`src/rtl/plic_gateway.sv`:
```
// plic_gateway: turns raw asynchronous device interrupt lines into
// single-cycle PLIC requests. Each source is synchronised, then a small
// IDLE/INFLIGHT FSM forwards at most one request until the PLIC completes it.
// Edge-triggered sources buffer extra edges in a saturating counter.
module plic_gateway #(
    parameter int              ndev        = 8,
    parameter logic [ndev-1:0] edge_mask   = '0,
    parameter int              cwidth      = 4,
    parameter int              sync_stages = 2
) (
    input  logic                    clk,
    input  logic                    rst,
    input  logic [ndev-1:0]         irq_src,
    input  logic                    cmpl_valid,
    input  logic [$clog2(ndev)-1:0] cmpl_id,
    output logic [ndev-1:0]         int_vect,
    output logic [ndev-1:0]         inflight
);

    localparam logic [cwidth-1:0] CNT_MAX = '1;

    typedef enum logic {
        ST_IDLE     = 1'b0,
        ST_INFLIGHT = 1'b1
    } state_t;

    logic [ndev-1:0]   r_sync [sync_stages];
    logic [ndev-1:0]   r_prev;
    logic [ndev-1:0]   w_s;
    logic [ndev-1:0]   w_e;
    logic [ndev-1:0]   w_cmpl;
    logic [cwidth-1:0] r_cnt [ndev];
    state_t            r_state [ndev];
    logic [ndev-1:0]   r_int_vect;
    logic [ndev-1:0]   r_inflight;

    // Pending-edge counter stops at its maximum; further edges are dropped.
    function automatic logic [cwidth-1:0] sat_inc(input logic [cwidth-1:0] v);
        return (v == CNT_MAX) ? v : v + 1'b1;
    endfunction

    // Synchroniser chain plus previous-value flop; source 0 is forced low.
    always_ff @(posedge clk) begin
        if (rst) begin
            for (int k = 0; k < sync_stages; k++) begin
                r_sync[k] <= '0;
            end
            r_prev <= '0;
        end else begin
            r_sync[0] <= irq_src & ~ndev'(1);
            for (int k = 1; k < sync_stages; k++) begin
                r_sync[k] <= r_sync[k-1];
            end
            r_prev <= w_s;
        end
    end

    assign w_s = r_sync[sync_stages-1];
    assign w_e = w_s & ~r_prev;

    // Decode the completion strobe; id 0 and out-of-range ids match nothing.
    always_comb begin
        w_cmpl = '0;
        for (int i = 1; i < ndev; i++) begin
            w_cmpl[i] = cmpl_valid && (int'(cmpl_id) == i);
        end
    end

    // Per-source IDLE/INFLIGHT FSM with registered request pulse and status.
    always_ff @(posedge clk) begin
        if (rst) begin
            for (int i = 0; i < ndev; i++) begin
                r_state[i] <= ST_IDLE;
                r_cnt[i]   <= '0;
            end
            r_int_vect <= '0;
            r_inflight <= '0;
        end else begin
            r_int_vect <= '0;
            for (int i = 1; i < ndev; i++) begin
                case (r_state[i])
                    ST_IDLE: begin
                        if (edge_mask[i]) begin
                            if ((r_cnt[i] != '0) || w_e[i]) begin
                                r_int_vect[i] <= 1'b1;
                                r_inflight[i] <= 1'b1;
                                r_state[i]    <= ST_INFLIGHT;
                                // A fresh edge is consumed directly; otherwise
                                // one buffered edge is taken from the counter.
                                if (!w_e[i]) begin
                                    r_cnt[i] <= r_cnt[i] - cwidth'(1);
                                end
                            end
                        end else if (w_s[i]) begin
                            r_int_vect[i] <= 1'b1;
                            r_inflight[i] <= 1'b1;
                            r_state[i]    <= ST_INFLIGHT;
                        end
                    end
                    ST_INFLIGHT: begin
                        if (w_cmpl[i]) begin
                            r_inflight[i] <= 1'b0;
                            r_state[i]    <= ST_IDLE;
                        end
                        // Edges seen while held off are remembered, including
                        // one that coincides with the completion.
                        if (edge_mask[i] && w_e[i]) begin
                            r_cnt[i] <= sat_inc(r_cnt[i]);
                        end
                    end
                    default: r_state[i] <= ST_IDLE;
                endcase
            end
        end
    end

    assign int_vect = r_int_vect;
    assign inflight = r_inflight;

endmodule
```
`config.mk`:
```
export PLATFORM = sky130hd
export DESIGN_NAME = plic_gateway
export DESIGN_NICKNAME = d
export VERILOG_FILES = /design/src/rtl/plic_gateway.sv
export SDC_FILE = /design/constraint.sdc
export NUM_CORES = 1
export LEC_CHECK = 0
export BUFFER_PORTS_ARGS = -buffer_cell sky130_fd_sc_hd__buf_2
export CAP_MARGIN = 5
export CORE_ASPECT_RATIO = 1.25
export CORE_UTILIZATION = 32
export CTS_CLUSTER_SIZE = 30
export DETAILED_ROUTE_END_ITERATION = 6
export SYNTH_ARGS = -nofsm -noshare
export SYNTH_HDL_FRONTEND = slang
export SYNTH_SLANG_ARGS = --single-unit
export TNS_END_PERCENT = 100
```
`constraint.sdc`:
```
create_clock -name clk -period 2.8 [get_ports clk]
set_clock_uncertainty 0.15 [all_clocks]
set_input_delay 0.28 -clock clk [delete_from_list [all_inputs] [get_ports clk]]
set_output_delay 0.28 -clock clk [all_outputs]
set_load 0.1 [all_outputs]
```
==> results of run 1 <==
## Yosys cell counts
library cell	n	area (sq um)
a31oi_4	1	21.3
and4b_1	1	10.0
a21oi_1	1	5.00
nand2_1	6	22.5
conb_1	1	3.75
nor3_1	7	35.0
nor2_1	7	26.3
nor4b_1	1	8.76
or3_1	5	31.3
dfxtp_1	28	561
nand2b_1	2	12.5
clkbuf_1	2	7.51
inv_1	1	3.75
buf_2	2	10.0
a21boi_1	1	7.51
nand3b_1	1	7.51
buf_4	2	15.0
o21ai_0	1	5.00
nor2b_1	30	188
a41oi_1	1	8.76
edfxtp_1	7	210
nor4b_2	1	15.0
and3_2	1	7.51
## power by group
group | internal [mW] | switching [mW] | total, mW | leakage [nW]
Sequential | 0.537 | 0.00761 | 0.545 | 0.302
Clock | 0.224 | 0.164 | 0.388 | 0.0515
Combinational | 0.0284 | 0.0884 | 0.117 | 0.275
## metal layers
metal,track usage [%],up-vias
met5,0,-
met4,7.32,0
met3,5.12,6
met2,16.9,27
met1,12.6,344
li1,-,411
## stage by stage
stage               utilization [%]  total power [mW]  setup slack [ps]  hold slack (ps)
finish                         41.2              1.05              1330             53.0
CTS                            41.2              1.07              1320             45.2
global placement               38.4             0.671              1300              269
detailed placement             38.4             0.673              1280              270
global route                   41.2              1.09              1280             39.7
floorplan                         -             0.650              1300              258
## area by class of cell
cell class / count / area [sq um] / share of cell area [%]
multi-input cells: 69 / 419 / 28.5
inverters: 1 / 3.75 / 0.255
well taps: 39 / 48.8 / 3.31
repair buffers: 26 / 130 / 8.84
clock buffers: 8 / 100 / 6.80
flip-flops and latches: 35 / 771 / 52.3
## registers in the layout, summed over array words and instances, names as in the netlist
signal    cells
r_sync       14
inflight      7
r_state       7
int_vect      7
## cell families after synthesis
group,Yosys count,synth area share (%)
compound gates,5,3.89
buf+inv,7,2.97
flops,35,63.1
other cells,1,0.307
simple gates,62,29.8
## worst paths after layout
kind / start / endpoint / cells after the start
worst max register to register: r_state[0][1] / r_state[0][1] / 2
worst max-delay path: inflight[6] / inflight[6] / 1
worst min register to register: r_sync[0][4] / r_sync[0][12] / 1
worst min-delay path: irq_src[1] / r_sync[0][1] / 2
==> metrics.cfg, run 1 <==
[cts]
insertion_delay_ps = 280
cts_buffers = 5
cts-resized-gates = 0
path_clk_slew_ps = 60
tritoncts = done
postCtsSetupRepairBufs = 0
cts_sinks = 35
cts_root_buf = clkbuf_8
cts_buffer_depth = 2
holdBufCountCts = 0
cts_max_level = 2

[detailed_routing]
vias = 788
dr_wl_met3_um = 138
top_layer_used = met4
wl_met1_um = 853
met2_length_um = 848
wl_per_cell_um = 10.6
wl_mm = 1.89
drt_iter0_markers = 18
drcViolationCount = 6
drt.antenna.violating_nets = 0
viasPerCell = 4.43
firstDrtPassIters = 6

[placed_design]
dpl_cell_area_sq_um = 1370
place_congestion = 0.685
port_buffers = 26
placed_cells = 170
dpl.hpwl_mm = 1.29

[cells_and_area]
layout_commonest_cell = nor2b_1
drive_gt1_share_pct = 25.9
area_growth_pct = 20.5
layout_common_cells = 30 x nor2b_1, 28 x dfxtp_1, 26 x buf_2
fin_nets = 152
filler_cell_count = 359
final_area_sq_um = 1470
fin_cells = 178
n_antenna_cell = 0

[power_and_ir_drop]
powerDensity_nw_per_um2 = 713
leakagePower_nw = 0.628
ir_drop_mv = 0.303

[worst_setup_path]
crit_chain = buf_2
max_stage_delay_ps = 430
r2r_slack_ps = 1480
arrival_ps = 1040
cp_slowest_cell = buf_2
cp_num_buf_inv = 1
path_class = register to output pin
startpoint_type = register
cpLargestDelayFamily = buffers and inverters
cp-end-kind = output pin
crit_required_ps = 2370
timing.critical_path.fanout_max = 2

[logic_synthesis]
ys_warn_count = 0
synth_cells = 110
yosysSeqAreaShare_pct = 63.1
ys_seq_elements = 35
syn_area_per_cell_sq_um = 11.1
synthesis.area_sq_um = 1220
synthDistinctLibCells = 23

[sta]
finalSetupTns_ps = 0
setup_viol = 0
fmax_mhz = 679
finalHoldViolCount = 0
max_slew_margin_pct = 56.0
grt_setup_unrepaired = false
finalCriticalPeriod_ps = 1470
worst_pin_slew_ps = 659
slew_violations = 0
period_share_pct = 52.6

[outcome]
violations = DRC
outcome = complete, but fails checks

[global_routing]
grt_max_degree = 40
grt_pass1_vias = 772
grt_usage_pct = 11.2
grt_overflow = 0
antenna_found_initial = 0
grt_pass1_wl_mm = 3.35

[floorplanning]
die_h_um = 71.1
die_w_um = 57.3
ios = 30
coreArea_sq_um = 3570
start_util_pct = 34.2
dieArea_sq_um = 4070
row_count = 24

[run]
maxCapViolCount = 0

[hold_path]
hold_class = input port to register

(Power assumes the default switching activity.)
==> inputs of run 2 (changes only) <==
clock period = 1.25 ns   (was 2.8 ns; I/O delays follow)
==> run 2 against run 1 <==
The run ends with DRC, setup timing left. Count of clock-buffer cells in the layout is the same. Global-route usage increased by 1.2 points. Die area stayed put. Combinational power grew to 3.1 times the previous value. Total power rose by 120%. Register-to-register slack got worse by 1500 ps. Non-clock buffer count is 24 higher. Hold slack better by 22 ps.
==> metrics.cfg, run 2 (synthesis gave the netlist of run 1 again) <==
[global_routing]
grt_overflow = 0
grt_pass1_vias = 882
grt_usage_pct = 12.4
antenna_found_initial = 0
grt_max_degree = 20
grt_pass1_wl_mm = 3.75

[cells_and_area]
drive_gt1_share_pct = 38.7
filler_cell_count = 326
regMostFlops = r_sync
layout_common_cells = 27 x nor2b_1, 21 x dfxtp_1, 17 x buf_4, 14 x buf_12, 12 x buf_2
fin_nets = 176
largest_reg_flops = 14
layout_commonest_cell = nor2b_1
area_growth_pct = 56.2
n_antenna_cell = 0

[placed_design]
place_congestion = 0.703
port_buffers = 26
dpl.hpwl_mm = 1.54
dpl_worst_slack_ps = -60.1

[worst_setup_path]
cp-end-kind = register
crit_required_ps = 1130
r2r_cells = 2
startpoint_type = register
timing.critical_path.fanout_max = 2
crit_chain = and4b_1 > or3_1
path_class = register to register
max_stage_delay_ps = 390
timing.rr.start = r_state[1][0]
cp_slowest_cell = edfxtp_1
regToRegEndpoint = r_state[1][0]
r2r_slack_ps = -60
arrival_ps = 1190

[cts]
cts_max_level = 2
cts_sinks = 35
tritoncts = done
cts_buffer_depth = 2
path_clk_slew_ps = 70
cts_buffers = 5
cts_root_buf = clkbuf_8
insertion_delay_ps = 280

[floorplanning]
die_w_um = 57.3
start_util_pct = 34.2
dieArea_sq_um = 4070
ios = 30
coreArea_sq_um = 3570
row_count = 24
die_h_um = 71.1

[power_and_ir_drop]
pwr-share-seq_pct = 52.3
power_mw = 2.36
p_comb_share_pct = 15.6
powerDensity_nw_per_um2 = 1230
clkPwrFrac_pct = 32.2
p_switching_mw = 0.603
internal-power_mw = 1.75
p_sw_share_pct = 25.6
ir_drop_mv = 0.488
leakagePower_nw = 0.786

[detailed_routing]
wl_met1_um = 957
viasPerCell = 4.40
wl_per_cell_um = 10.7
top_layer_used = met4
dr_wl_met3_um = 105
wl_mm = 2.16
firstDrtPassIters = 6
vias = 889
drt_iter0_markers = 19
drt.antenna.violating_nets = 0
drcViolationCount = 8
met2_length_mm = 1.03

[hold_path]
min_delay_path_depth = 2
hold_class = input port to register
min_to = int_vect[7]
min_from = rst

[sta]
fmax_mhz = 765
grt_setup_unrepaired = true
finalHoldViolCount = 0
finalWorstSetupSlack_ps = -56.7
finalSetupTns_ps = -83.5
slew_violations = 0
timing.hold.ws_ps = 74.7
setup_viol = 4
finalCriticalPeriod_ps = 1310
period_share_pct = 105

[run]
maxCapViolCount = 0

[outcome]
outcome = complete, but fails checks
violations = DRC, setup timing

==> run 2: cell count changes in the layout (fill, tap and decap cells not counted), moves of 2 or more <==
cell           delta
buf_12           +14
buf_2            -14
buf_4            +17
clkbuf_1          +2
clkbuf_8          -2
dfxtp_1           -7
dfxtp_2           +7
dlygate4sd3_1     +7
nor2b_1           -3
nor2b_2           +3
nor4b_4           +2
==> run 2: repair_timing <==
action	CTS	global route
gates resized for setup	3	5
hold buffers	7	0
buffers inserted	2	0
pin swaps	1	2
endpoints found under the setup margin	5	10
endpoints found under the hold margin	7	0
==> run 2: critical path: cells and delay by family, from the launching register on <==
family	cells	cell delay (ps)
and+or+nand+nor	2	530
DFF	1	390
==> run 2: final cells by class <==
type	instances	area, sq um	share of cell area (%)
Timing Repair Buffer	50	538	28.2
Sequential cell	35	779	40.8
Clock buffer	8	80.1	4.19
Inverter	1	3.75	0.197
Tap cell	39	48.8	2.56
Multi-Input combinational cell	69	459	24.0
==> run 2: metal layers <==
layer,vias to the layer above,global-route usage [%]
li1,460,-
met1,401,14.0
met2,22,19.3
met3,6,4.57
met4,0,8.13
met5,-,0
==> run 2: worst max-delay path by stage <==
stage / from / to / slack, ps / cells after the start
finish: r_state[1][0] / r_state[1][0] / -60 / 2
global placement: cmpl_id[1] / r_state[1][0] / -40 / 4
floorplan: r_state[0][1] / r_state[0][1] / 5 / 2
global route: r_state[1][0] / r_state[1][0] / -110 / 2
CTS: r_state[1][0] / r_state[1][0] / -60 / 2
detailed placement: cmpl_id[1] / r_state[1][0] / -60 / 4
==> run 2: stage by stage <==
stage          utilization, %  instances  instance area, sq um
3_3_place_gp             47.7        185                  1700
2_1_floorplan               -        111                  1230
3_5_place_dp             47.7        185                  1700
6_report                 53.4        202                  1910
5_1_grt                  53.4        202                  1910
4_1_cts                  52.7        202                  1880
==> run 2: power groups by stage <==
stage	combinational, mW	sequential, mW	clock (mW)
6_report	0.367	1.23	0.758
5_1_grt	0.389	1.24	0.835
4_1_cts	0.364	1.23	0.785
3_5_place_dp	0.338	1.26	0
3_3_place_gp	0.334	1.25	0
2_1_floorplan	0.111	1.35	0
==> inputs of run 3 (changes only) <==
clock period = 1.5 ns   (was 1.25 ns; I/O delays follow)
==> run 3 against run 2 <==
The run ends with DRC left. Hold slack better by 46 ps. Clock power decreased by 9.8%. Register-to-register slack improved by 240 ps. Cell count down 7.4%. Wire length decreased by 9.3%. Total power is 18% lower. Cell area down 19%. Global-route usage down 0.75 points. Utilization shrank 10 points. Via count decreased by 5.6%. Die area stayed put. Sequential share of layout area increased by 8.9 points. Largest power group unchanged.
==> metrics.cfg, run 3 (synthesis gave the netlist of run 1 again) <==
[placed_design]
dpl.hpwl_mm = 1.32
placed_cells = 172
place_congestion = 0.690
port_buffers = 26
dpl_cell_area_sq_um = 1390

[floorplanning]
ios = 30
die_h_um = 71.1
row_count = 24
die_w_um = 57.3
coreArea_sq_um = 3570
dieArea_sq_um = 4070
start_util_pct = 34.2

[hold_path]
hold_class = input port to register
min_from = cmpl_id[0]
min_to = inflight[4]
min_delay_path_depth = 3

[cells_and_area]
fin_nets = 161
layout_common_cells = 30 x nor2b_1, 28 x dfxtp_1, 26 x buf_2
multi_input_area_sq_um = 419
regMostFlops = r_sync
final_area_sq_um = 1550
filler_cell_count = 359
fin_cells = 187
area.sequential_sq_um = 771
area_growth_pct = 26.7
n_antenna_cell = 0
layout_commonest_cell = nor2b_1
drive_gt1_share_pct = 25.7
largest_reg_flops = 14

[worst_setup_path]
crit_required_ps = 1200
path_class = register to output pin
r2r_slack_ps = 180
cp-end-kind = output pin
startpoint_type = register
cp_slowest_cell = buf_2
arrival_ps = 1050
max_stage_delay_ps = 430
cpLargestDelayFamily = buffers and inverters
r2r_cells = 2
timing.rr.start = r_state[1][0]
timing.critical_path.fanout_max = 2
cp_num_buf_inv = 1
regToRegEndpoint = r_state[1][0]
crit_chain = buf_2

[global_routing]
grt_usage_pct = 11.6
antenna_found_initial = 0
grt_max_degree = 27
grt_pass1_vias = 801
grt_overflow = 0
grt_pass1_wl_mm = 3.42

[cts]
path_clk_slew_ps = 70
cts_buffer_depth = 2
cts_max_level = 2
insertion_delay_ps = 280
cts_root_buf = clkbuf_8
tritoncts = done
postCtsSetupRepairBufs = 0
cts_sinks = 35
cts_buffers = 5

[detailed_routing]
wl_mm = 1.96
drcViolationCount = 7
firstDrtPassIters = 6
wl_per_cell_um = 10.5
drt.antenna.violating_nets = 0
vias = 839
viasPerCell = 4.49
drt_iter0_markers = 32

[sta]
grt_setup_unrepaired = false
slew_violations = 0
setup_viol = 0
finalCriticalPeriod_ps = 1350
finalHoldViolCount = 0
finalSetupTns_ps = 0
fmax_mhz = 742
period_share_pct = 89.8

[power_and_ir_drop]
powerDensity_nw_per_um2 = 1250
ir_drop_mv = 0.505
leakagePower_nw = 0.664

[run]
maxCapViolCount = 0

[outcome]
violations = DRC
outcome = complete, but fails checks

## run 3: cell type report
cell class / instances / share of cell area [%]
Timing Repair Buffer: 35 / 13.9
Multi-Input combinational cell: 69 / 27.1
Inverter: 1 / 0.242
Clock inverter: 1 / 0.323
Sequential cell: 35 / 49.8
Clock buffer: 7 / 5.57
Tap cell: 39 / 3.15
## run 3: stage by stage
step | util, % | hold slack, ps | setup slack [ps] | power [mW]
finish | 43.3 | 121 | 152 | 1.94
floorplan | - | 128 | 3.48 | 1.21
detailed placement | 38.8 | 213 | 128 | 1.26
CTS | 43.3 | 124 | 137 | 1.97
global route | 43.3 | 142 | 101 | 2.01
global placement | 38.8 | 212 | 131 | 1.26
## run 3: power breakdown
part	total, mW	internal (mW)	leakage, nW	switching [mW]
clock	0.684	0.370	0.0482	0.315
sequential	1.02	1.00	0.302	0.0141
combinational	0.236	0.0681	0.314	0.168
## run 3: worst max-delay path by stage
stage                              from             to  slack, ps  cells after the start
final                       inflight[5]    inflight[5]        150                      1
after global placement       cmpl_id[1]  r_state[1][0]        130                      4
after detailed placement     cmpl_id[1]  r_state[1][0]        130                      4
after CTS                   inflight[2]    inflight[2]        140                      1
after global routing      r_state[0][1]  r_state[0][1]        100                      2
after floorplan             inflight[6]    inflight[6]          3                      2
## run 3: repair_timing
item,4_1_cts,5_1_grt
hold endpoints to repair,7,0
hold buffers,7,0
resized for setup,0,0
## run 3: per-layer routing
metal	routed length, um	vias to the layer above	global-route usage [%]
li1	-	431	-
met1	917	374	12.3
met2	827	28	17.5
met3	127	6	5.12
met4	82	0	9.76
met5	0	-	0
